File: src/rtl/imem_pkg.sv
// +--------------------------------------------------------------------+
// | imem_pkg : shared state encoding and constants for imem_loadable    |
// | rev 1.0                                                            |
// +--------------------------------------------------------------------+
`default_nettype none

package imem_pkg;

  typedef enum logic [0:0] {
    LOAD = 1'b0,
    RUN  = 1'b1
  } state_e;

  localparam logic [31:0] NOP = 32'h00000013;

endpackage

`default_nettype wire

File: src/rtl/imem_array.sv
// +--------------------------------------------------------------------+
// | imem_array : word storage with per-word valid bits, one write port  |
// | and one registered read port. Optional parity via IMEM_PARITY_EN.   |
// | rev 1.0                                                            |
// +--------------------------------------------------------------------+
`default_nettype none

module imem_array
  import imem_pkg::*;
#(
  parameter int AW = 7,
  parameter int W  = 32
) (
  input  logic          clk,
  input  logic          reset,
  input  logic          we_i,
  input  logic [AW-1:0] waddr_i,
  input  logic [W-1:0]  wdata_i,
  input  logic          re_i,
  input  logic          rzero_i,
  input  logic [AW-1:0] raddr_i,
  output logic [W-1:0]  rdata_o,
  output logic          perr_o
);

  localparam int DEPTH = 2 ** AW;
`ifdef IMEM_PARITY_EN
  localparam int MW = W + 1;
`else
  localparam int MW = W;
`endif

  logic [MW-1:0]    mem_q [DEPTH];
  logic [DEPTH-1:0] valid_q;
  logic [MW-1:0]    rword_q;
  logic [MW-1:0]    wword;

`ifdef IMEM_PARITY_EN
  // Even parity: the stored word including its parity bit XORs to zero.
  assign wword  = {^wdata_i, wdata_i};
  assign perr_o = ^rword_q;
`else
  assign wword  = wdata_i;
  assign perr_o = 1'b0;
`endif

  always_ff @(posedge clk) begin
    if (we_i) begin
      mem_q[waddr_i] <= wword;
    end
  end

  // Clearing the valid vector makes every word read as zero after one reset cycle.
  always_ff @(posedge clk) begin
    if (reset) begin
      valid_q <= '0;
      rword_q <= '0;
    end else begin
      if (we_i) begin
        valid_q[waddr_i] <= 1'b1;
      end
      if (re_i) begin
        rword_q <= (rzero_i || !valid_q[raddr_i]) ? '0 : mem_q[raddr_i];
      end
    end
  end

  assign rdata_o = rword_q[W-1:0];

endmodule

`default_nettype wire

File: src/rtl/imem_loadable.sv
// +--------------------------------------------------------------------+
// | imem_loadable : instruction memory filled by a streaming loader,    |
// | then serving fetches. Optional parity check via IMEM_PARITY_EN.     |
// | rev 1.0                                                            |
// +--------------------------------------------------------------------+
`default_nettype none

module imem_loadable
  import imem_pkg::*;
#(
  parameter int INS_ADDRESS = 9,
  parameter int INS_W       = 32
) (
  input  logic                   clk,
  input  logic                   reset,
  input  logic                   ld_valid,
  input  logic [INS_W-1:0]       ld_data,
  input  logic                   ld_last,
  output logic                   ld_ready,
  input  logic                   fe_req,
  input  logic [INS_ADDRESS-1:0] ra,
  output logic                   fe_ready,
  output logic [INS_W-1:0]       rd,
  output logic                   rd_valid,
  output logic                   fault
);

  localparam int             WAW   = INS_ADDRESS - 2;
  localparam logic [WAW-1:0] WLAST = '1;

  state_e         state_q;
  logic [WAW-1:0] wptr_q;
  logic           rd_valid_q;
  logic           misalign_q;
  logic           ld_acc;
  logic           fe_acc;
  logic           perr;

  assign ld_ready = (state_q == LOAD);
  assign fe_ready = (state_q == RUN);

  // Reset masks both handshakes so nothing is written or read on a reset edge.
  assign ld_acc = ld_valid & ld_ready & ~reset;
  assign fe_acc = fe_req & fe_ready & ~reset;

  always_ff @(posedge clk) begin
    if (reset) begin
      state_q    <= LOAD;
      wptr_q     <= '0;
      rd_valid_q <= 1'b0;
      misalign_q <= 1'b0;
    end else begin
      rd_valid_q <= fe_acc;
      misalign_q <= fe_acc & (ra[1:0] != 2'b00);
      if (ld_acc) begin
        if (wptr_q != WLAST) begin
          wptr_q <= wptr_q + 1'b1;
        end
        if (ld_last || (wptr_q == WLAST)) begin
          state_q <= RUN;
        end
      end
    end
  end

  imem_array #(
    .AW (WAW),
    .W  (INS_W)
  ) u_array (
    .clk     (clk),
    .reset   (reset),
    .we_i    (ld_acc),
    .waddr_i (wptr_q),
    .wdata_i (ld_data),
    .re_i    (fe_acc),
    .rzero_i (ra[1:0] != 2'b00),
    .raddr_i (ra[INS_ADDRESS-1:2]),
    .rdata_o (rd),
    .perr_o  (perr)
  );

  assign rd_valid = rd_valid_q;
  assign fault    = rd_valid_q & (misalign_q | perr);

endmodule

`default_nettype wire

File: config.mk
export PLATFORM = sky130hd
export DESIGN_NAME = imem_loadable
export DESIGN_NICKNAME = d
export VERILOG_FILES = /design/src/rtl/imem_pkg.sv /design/src/rtl/imem_array.sv /design/src/rtl/imem_loadable.sv
export SDC_FILE = /design/constraint.sdc
export NUM_CORES = 2
export LEC_CHECK = 0
export CAP_MARGIN = 10
export CORE_AREA = 2 2 476 833
export DETAILED_ROUTE_END_ITERATION = 12
export DIE_AREA = 0 0 478 835
export PLACE_DENSITY = 0.63
export SETUP_SLACK_MARGIN = 0.02
export SYNTH_ARGS = -nofsm -noshare
export SYNTH_HDL_FRONTEND = slang
export SYNTH_HIERARCHICAL = 1
export SYNTH_SLANG_ARGS = --single-unit
File: constraint.sdc
create_clock -name clk -period 3.5 [get_ports clk]
set_input_delay 0.7 -clock clk [delete_from_list [all_inputs] [get_ports clk]]
set_output_delay 0.7 -clock clk [all_outputs]
set_load 0.05 [all_outputs]
# == After elaboration in Yosys (flattened, before gate mapping) ==
# Memories as Yosys holds them, arrays and structs flattened.
# Index checks and enable logic that the tools add are counted.
# word_totals
in_bits,46
elab_cells,36
latchBits,0
mem_count,1
ram_bits,4096
reg_bits,170
output_inout_bits,36
rom_bits,0
# mem_list
memory,depth,word_bits,read_ports,rd_ports_with_merged_regs,write_ports,line_no,rtl
u_array.mem_q,128,32,1,0,1,imem_array.sv:33,logic [MW-1:0] mem_q [DEPTH];
# op_classes
bitwise,9
div,0
magnitude_cmp,3
eq_ne,2
shift,0
mux,7
n_reduce_logical,7
n_mul,0
n_addsub,1
# op_table
cell,n
$or 128x128->128,1
$mux 32,1
$lt 7x8->1 const B,2
$add 7x1->7 const B,1
$bmux 1 s7,1
$demux 1 s7,1
$eq 7x7->1 const B,1
$ge 7x1->1 const B,1
$ne 7x7->1 const B,1
$and 1x1->1,6
$mux 1,4
$reduce_and 2->1,2
$logic_or 1x1->1,2
$not 1->1,2
$reduce_bool 2->1,1
$logic_and 1x1->1,1
$logic_not 1->1,1

# == Longest topological paths before layout ==
# logic_depth
ltp_word,5
ltp_mapped,15
mapped_depth_nobuf,7

# == Hierarchy ==
# Netlist, hierarchy kept.
# modules_own_cells
module,area_each_um2,cells_per_inst,seq_area_each_um2,n_inst
imem_array,163862.2,7821,126201.0,1
imem_loadable,498.0,49,200.2,1

# == Worst setup path after synthesis ==
# No wires, ideal clock.
# synth_path
path_type,input-to-reg
start,input port reset
end,memory u_array/mem_q[29][0] (netlist name) (enable)
setup_time_ps,423
path_stages,6
required_time_ps,3077
path_slack_ps,-190
path_buffers,2
arrival_time_ps,3267
path_cell_list,buf_6 -> nor3b_4 -> inv_1 -> or2_2 -> clkbuf_1 -> nor2_1
# synth_between
elab_chain_cells,4
# synth_rtl
item,line_no,rtl
"start, declared",imem_loadable.sv:15,"input logic reset,"
$not 1->1,imem_loadable.sv:43,assign ld_acc = ld_valid & ld_ready & ~reset;
$and 1x1->1,imem_loadable.sv:43,
named net ld_acc,imem_loadable.sv:35,logic ld_acc;
$mux 1,imem_array.sv:48,if (we_i) begin
$mux 1 (implied by the code),imem_array.sv:49,mem_q[waddr_i] <= wword;
"end, declared",imem_array.sv:33,
# The timed path passes the listed nets, and every way through them passes these cells.

# == Worst setup path in the final report ==
# layout_path
start,input port ra[3]
end,register u_array.rword_q[15] (netlist: u_array/rdata_o[15])
# layout_between
elab_chain_cells,5
word_cells_on_any_way,6
cone_classes,mux: 3; reduce/logical: 2; memory: 1
# layout_rtl
item,line_no,rtl
"start, declared",imem_loadable.sv:21,"input logic [INS_ADDRESS-1:0] ra,"
$bmux 1 s7,imem_array.sv:63,rword_q <= (rzero_i || !valid_q[raddr_i]) ? '0 : mem_q[raddr_i];
$mux 1 (implied by the code),imem_array.sv:63,
$logic_not 1->1,imem_array.sv:63,
$logic_or 1x1->1,imem_array.sv:63,
$mux 32 (*),imem_array.sv:63,
"end signal, assigned",imem_array.sv:63,
"end, declared",imem_array.sv:35,logic [MW-1:0] rword_q;
# Every way passes the cells marked *; elsewhere a longest branch is shown, timed or not. The select of a mux whose other input is x is not followed.
# A chain may end at the register's enable or synchronous reset.

==> flow_metrics.env <==
export IMPL_cts_root_buf="clkbuf_16"
export IMPL_seqPwrFrac_pct=53.7
export IMPL_grt_max_degree=129
export IMPL_grt_pass1_wl_um=720300
export IMPL_crit_chain="buf_8 -> buf_12 -> buf_12 -> buf_4 -> mux4_2 -> nor2_1 -> o22ai_1 -> o2bb2ai_1 -> a211oi_1 -> o211a_1 -> o21ai_1"
export IMPL_fin_ws_ns=0.1170
export IMPL_powerDensity_nw_per_um2=539.8
export IMPL_finalWeightedCongestion=0.9380
export IMPL_routed_wl_um=526700
export IMPL_crit_required_ns=4.32
export IMPL_rsz0062_at_grt="no"
export IMPL_grtUsageTotal_pct=25.98
export IMPL_place_hpwl_um=332700
export IMPL_async_reset_ff_share_pct=0
export IMPL_cts_tree="done"
export IMPL_arrival_ns=4.20
export IMPL_synth_most_common_cell="edfxtp_1"
export IMPL_tns_ns=0
export IMPL_synth_common_cells="edfxtp_1, mux4_2, nor2_1"
export IMPL_fp_dieH_um=835
export IMPL_synth_edf_count=4096
export IMPL_hp_class="input pin to register"
export IMPL_end_kind="register"
export IMPL_final_cells=14380
export IMPL_cp_start_kind="input pin"
export IMPL_yosysWarnings=6
export IMPL_setup_viol=0
export IMPL_grt_pass1_vias=88680
export IMPL_rows=305
export IMPL_dp_cells=13680
export IMPL_layout_drive_gt1_share_pct=28.40
export IMPL_synth_top_cells_by_area="edfxtp_1, mux4_2, mux2i_1, dfxtp_1, nor2_1"
export IMPL_syn_to_final_growth_pct=17.47
export IMPL_die_area_um2=399100
export IMPL_status="completed"
export IMPL_worst_pin_slew_ns=1.274
export IMPL_post_drt_wl_per_cell_um=36.62
export IMPL_cts_resized=0
export IMPL_portBuffers=81
export IMPL_clock_skew_ns=0.08235
export IMPL_core_um2=392700
export IMPL_pre_cts_ws_ns=-0.7058
export IMPL_finalPower_mw=104.2
export IMPL_synth_distinct_cells=84
export IMPL_clock_latency_ns=0.98
export IMPL_max_freq_mhz=295.6
export IMPL_clk_transition_reported_paths_ns=0.07
export IMPL_slowest_stage="a211oi_1"
export IMPL_fp_dieW_um=478
export IMPL_via_count=87900
export IMPL_p_sw_mw=22.86
export IMPL_hold_viol_final=0
export IMPL_ir_drop_uv=431.1
export IMPL_syn_inst=7870
export IMPL_drc=0
export IMPL_final_core_util_pct=49.17
export IMPL_drt_iter0_drc=11610
export IMPL_maxCapViolCount=0
export IMPL_ys_flop_type="edfxtp_1"
export IMPL_period_needed_ns=3.383
export IMPL_intPower_mw=81.37
export IMPL_comb_power_share_pct=6.2
export IMPL_syn_area_um2=164400
export IMPL_ys_seq_area_share_pct=76.91
export IMPL_fin_nets=8887
export IMPL_cts_max_path_buffers=4
export IMPL_start_util_pct=41.86
export IMPL_yosysTopAreaCell="edfxtp_1"
export IMPL_syn_area_per_cell_um2=20.88
export IMPL_critPathMaxFanout=40
export IMPL_crit_type="input pin to register"
export IMPL_grt_ovfl_total=0
export IMPL_io_pins=82
export IMPL_cts_max_level=5
export IMPL_max_slew_margin_pct=14.48
export IMPL_leakage_nw=62.18
export IMPL_slew_violations=0
export IMPL_syn_nets=7917
export IMPL_drtPass1Iterations=5
export IMPL_cp_common_cell="buf_12"
export IMPL_cts_setup_buffers=0
export IMPL_via_per_inst=6.111
export IMPL_clock_sinks=4266
export IMPL_postRouteAntennaNets=0
export IMPL_slowest_delay_ns=0.99
export IMPL_swShare_pct=21.93
export IMPL_yosys_area_top_type_share_pct=74.83
export IMPL_ys_ff_latch=4266
export IMPL_cts_buffers=375
export IMPL_holdBufCountCts=0
export IMPL_finalCritPeriodShare_pct=96.66
export IMPL_p_clk_share_pct=40.1
export IMPL_antenna_found_initial=33
-- cell usage in the layout (no fill, tap or decap), types with 13 or more instances in the layout --
master           instances
a22oi_1                 81
bufinv_16               38
edfxtp_1              4096
mux2i_1                454
clkinv_1                66
clkbuf_16              384
buf_12                 329
and2_1                  13
o22ai_1                 36
a311oi_1                19
diode_2                 22
o21ai_1                 73
clkinvlp_4              19
a21oi_1                 81
nand2b_1                24
a221o_1                 31
nand2_1                296
nor2_4                 131
clkbuf_1                86
a211oi_1                16
and3_1                  32
nor3_1                  20
mux2_2                  15
o21ai_0                105
buf_4                  672
a31oi_1                 37
o211ai_1                29
mux4_2                 878
nor2_1                 385
clkinv_2                61
nand3_1                 62
mux4_1                  26
a221oi_1               124
o221ai_1                25
dfxtp_1                170
clkdlybuf4s50_1         41
-- final cells by class --
type	instances	area [um2]
clock inverter	205	2111
sequential	4266	126400
timing repair buffer	1050	12150
fill	31140	199600
clock buffer	475	10000
antenna	22	55.05
multi-input combinational	3138	35780
inverter	9	58.81
tap	5219	6530
-- critical path: cells and delay by family --
kind,cells,cell delay (ns)
AOI/OAI and AO/OA,5,1.74
buffers and inverters,4,1.16
muxes,1,0.33
and+or+nand+nor,1,0.16
-- metrics by stage --
stage / hold WS, ns / instance area [um2]
after floorplan: 0.4316 / 164400
after global placement: 0.4401 / 180900
after detailed placement: 0.4490 / 180900
after CTS: 0.1184 / 193000
after global routing: 0.1596 / 193000
final: 0.1886 / 193100
-- power groups by stage --
| stage | clock (mW) | combinational (mW) | sequential, mW |
|---|---|---|---|
| global route | 44.1 | 6.62 | 55.9 |
| CTS | 42.2 | 6.43 | 55.9 |
| floorplan | 0 | 2.78 | 57.1 |
| global placement | 0 | 6.33 | 57.0 |
| detailed placement | 0 | 6.42 | 57.0 |
| finish | 41.8 | 6.50 | 55.9 |
-- final timing paths --
check	startpoint	end	slack (ns)	cells past startpoint
setup / recovery	ra[3]	u_array/rdata_o[15]	0.12	11
hold / removal	ld_data[7]	u_array/mem_q[33][7]	0.19	1
setup reg to reg	u_array/mem_q[71][12]	u_array/rdata_o[12]	0.51	7
hold reg to reg	u_array/valid_q[29]	u_array/valid_q[29]	0.46	2
-- kinds of logic after synthesis --
kind of cell / after synthesis / synth area share (%)
adders and majority gates: 1 / 0.007611
buffers and inverters: 466 / 1.958
muxes: 1374 / 15.32
other: 1 / 0.002282
AOI/OAI and AO/OA: 741 / 3.185
and+or+nand+nor: 1021 / 2.619
DFF: 4266 / 76.91
-- per-layer routing --
metal	vias to the layer above	global-route usage [%]	share of wire, %
met5	-	0	0.024
met4	20	18.27	8.5
met3	1257	4.320	8.4
met2	4974	43.68	50
met1	47040	30.33	33
li1	34610	-	-
-- flip-flops by register name (all words and copies together) (netlist names) --
register / flops
u_array/mem_q: 4096
u_array/valid_q: 128
u_array/rdata_o: 32
wptr_q: 7
fe_ready: 1
misalign_q: 1
rd_valid: 1
No activity file was read; power rests on OpenSTA's default activity.
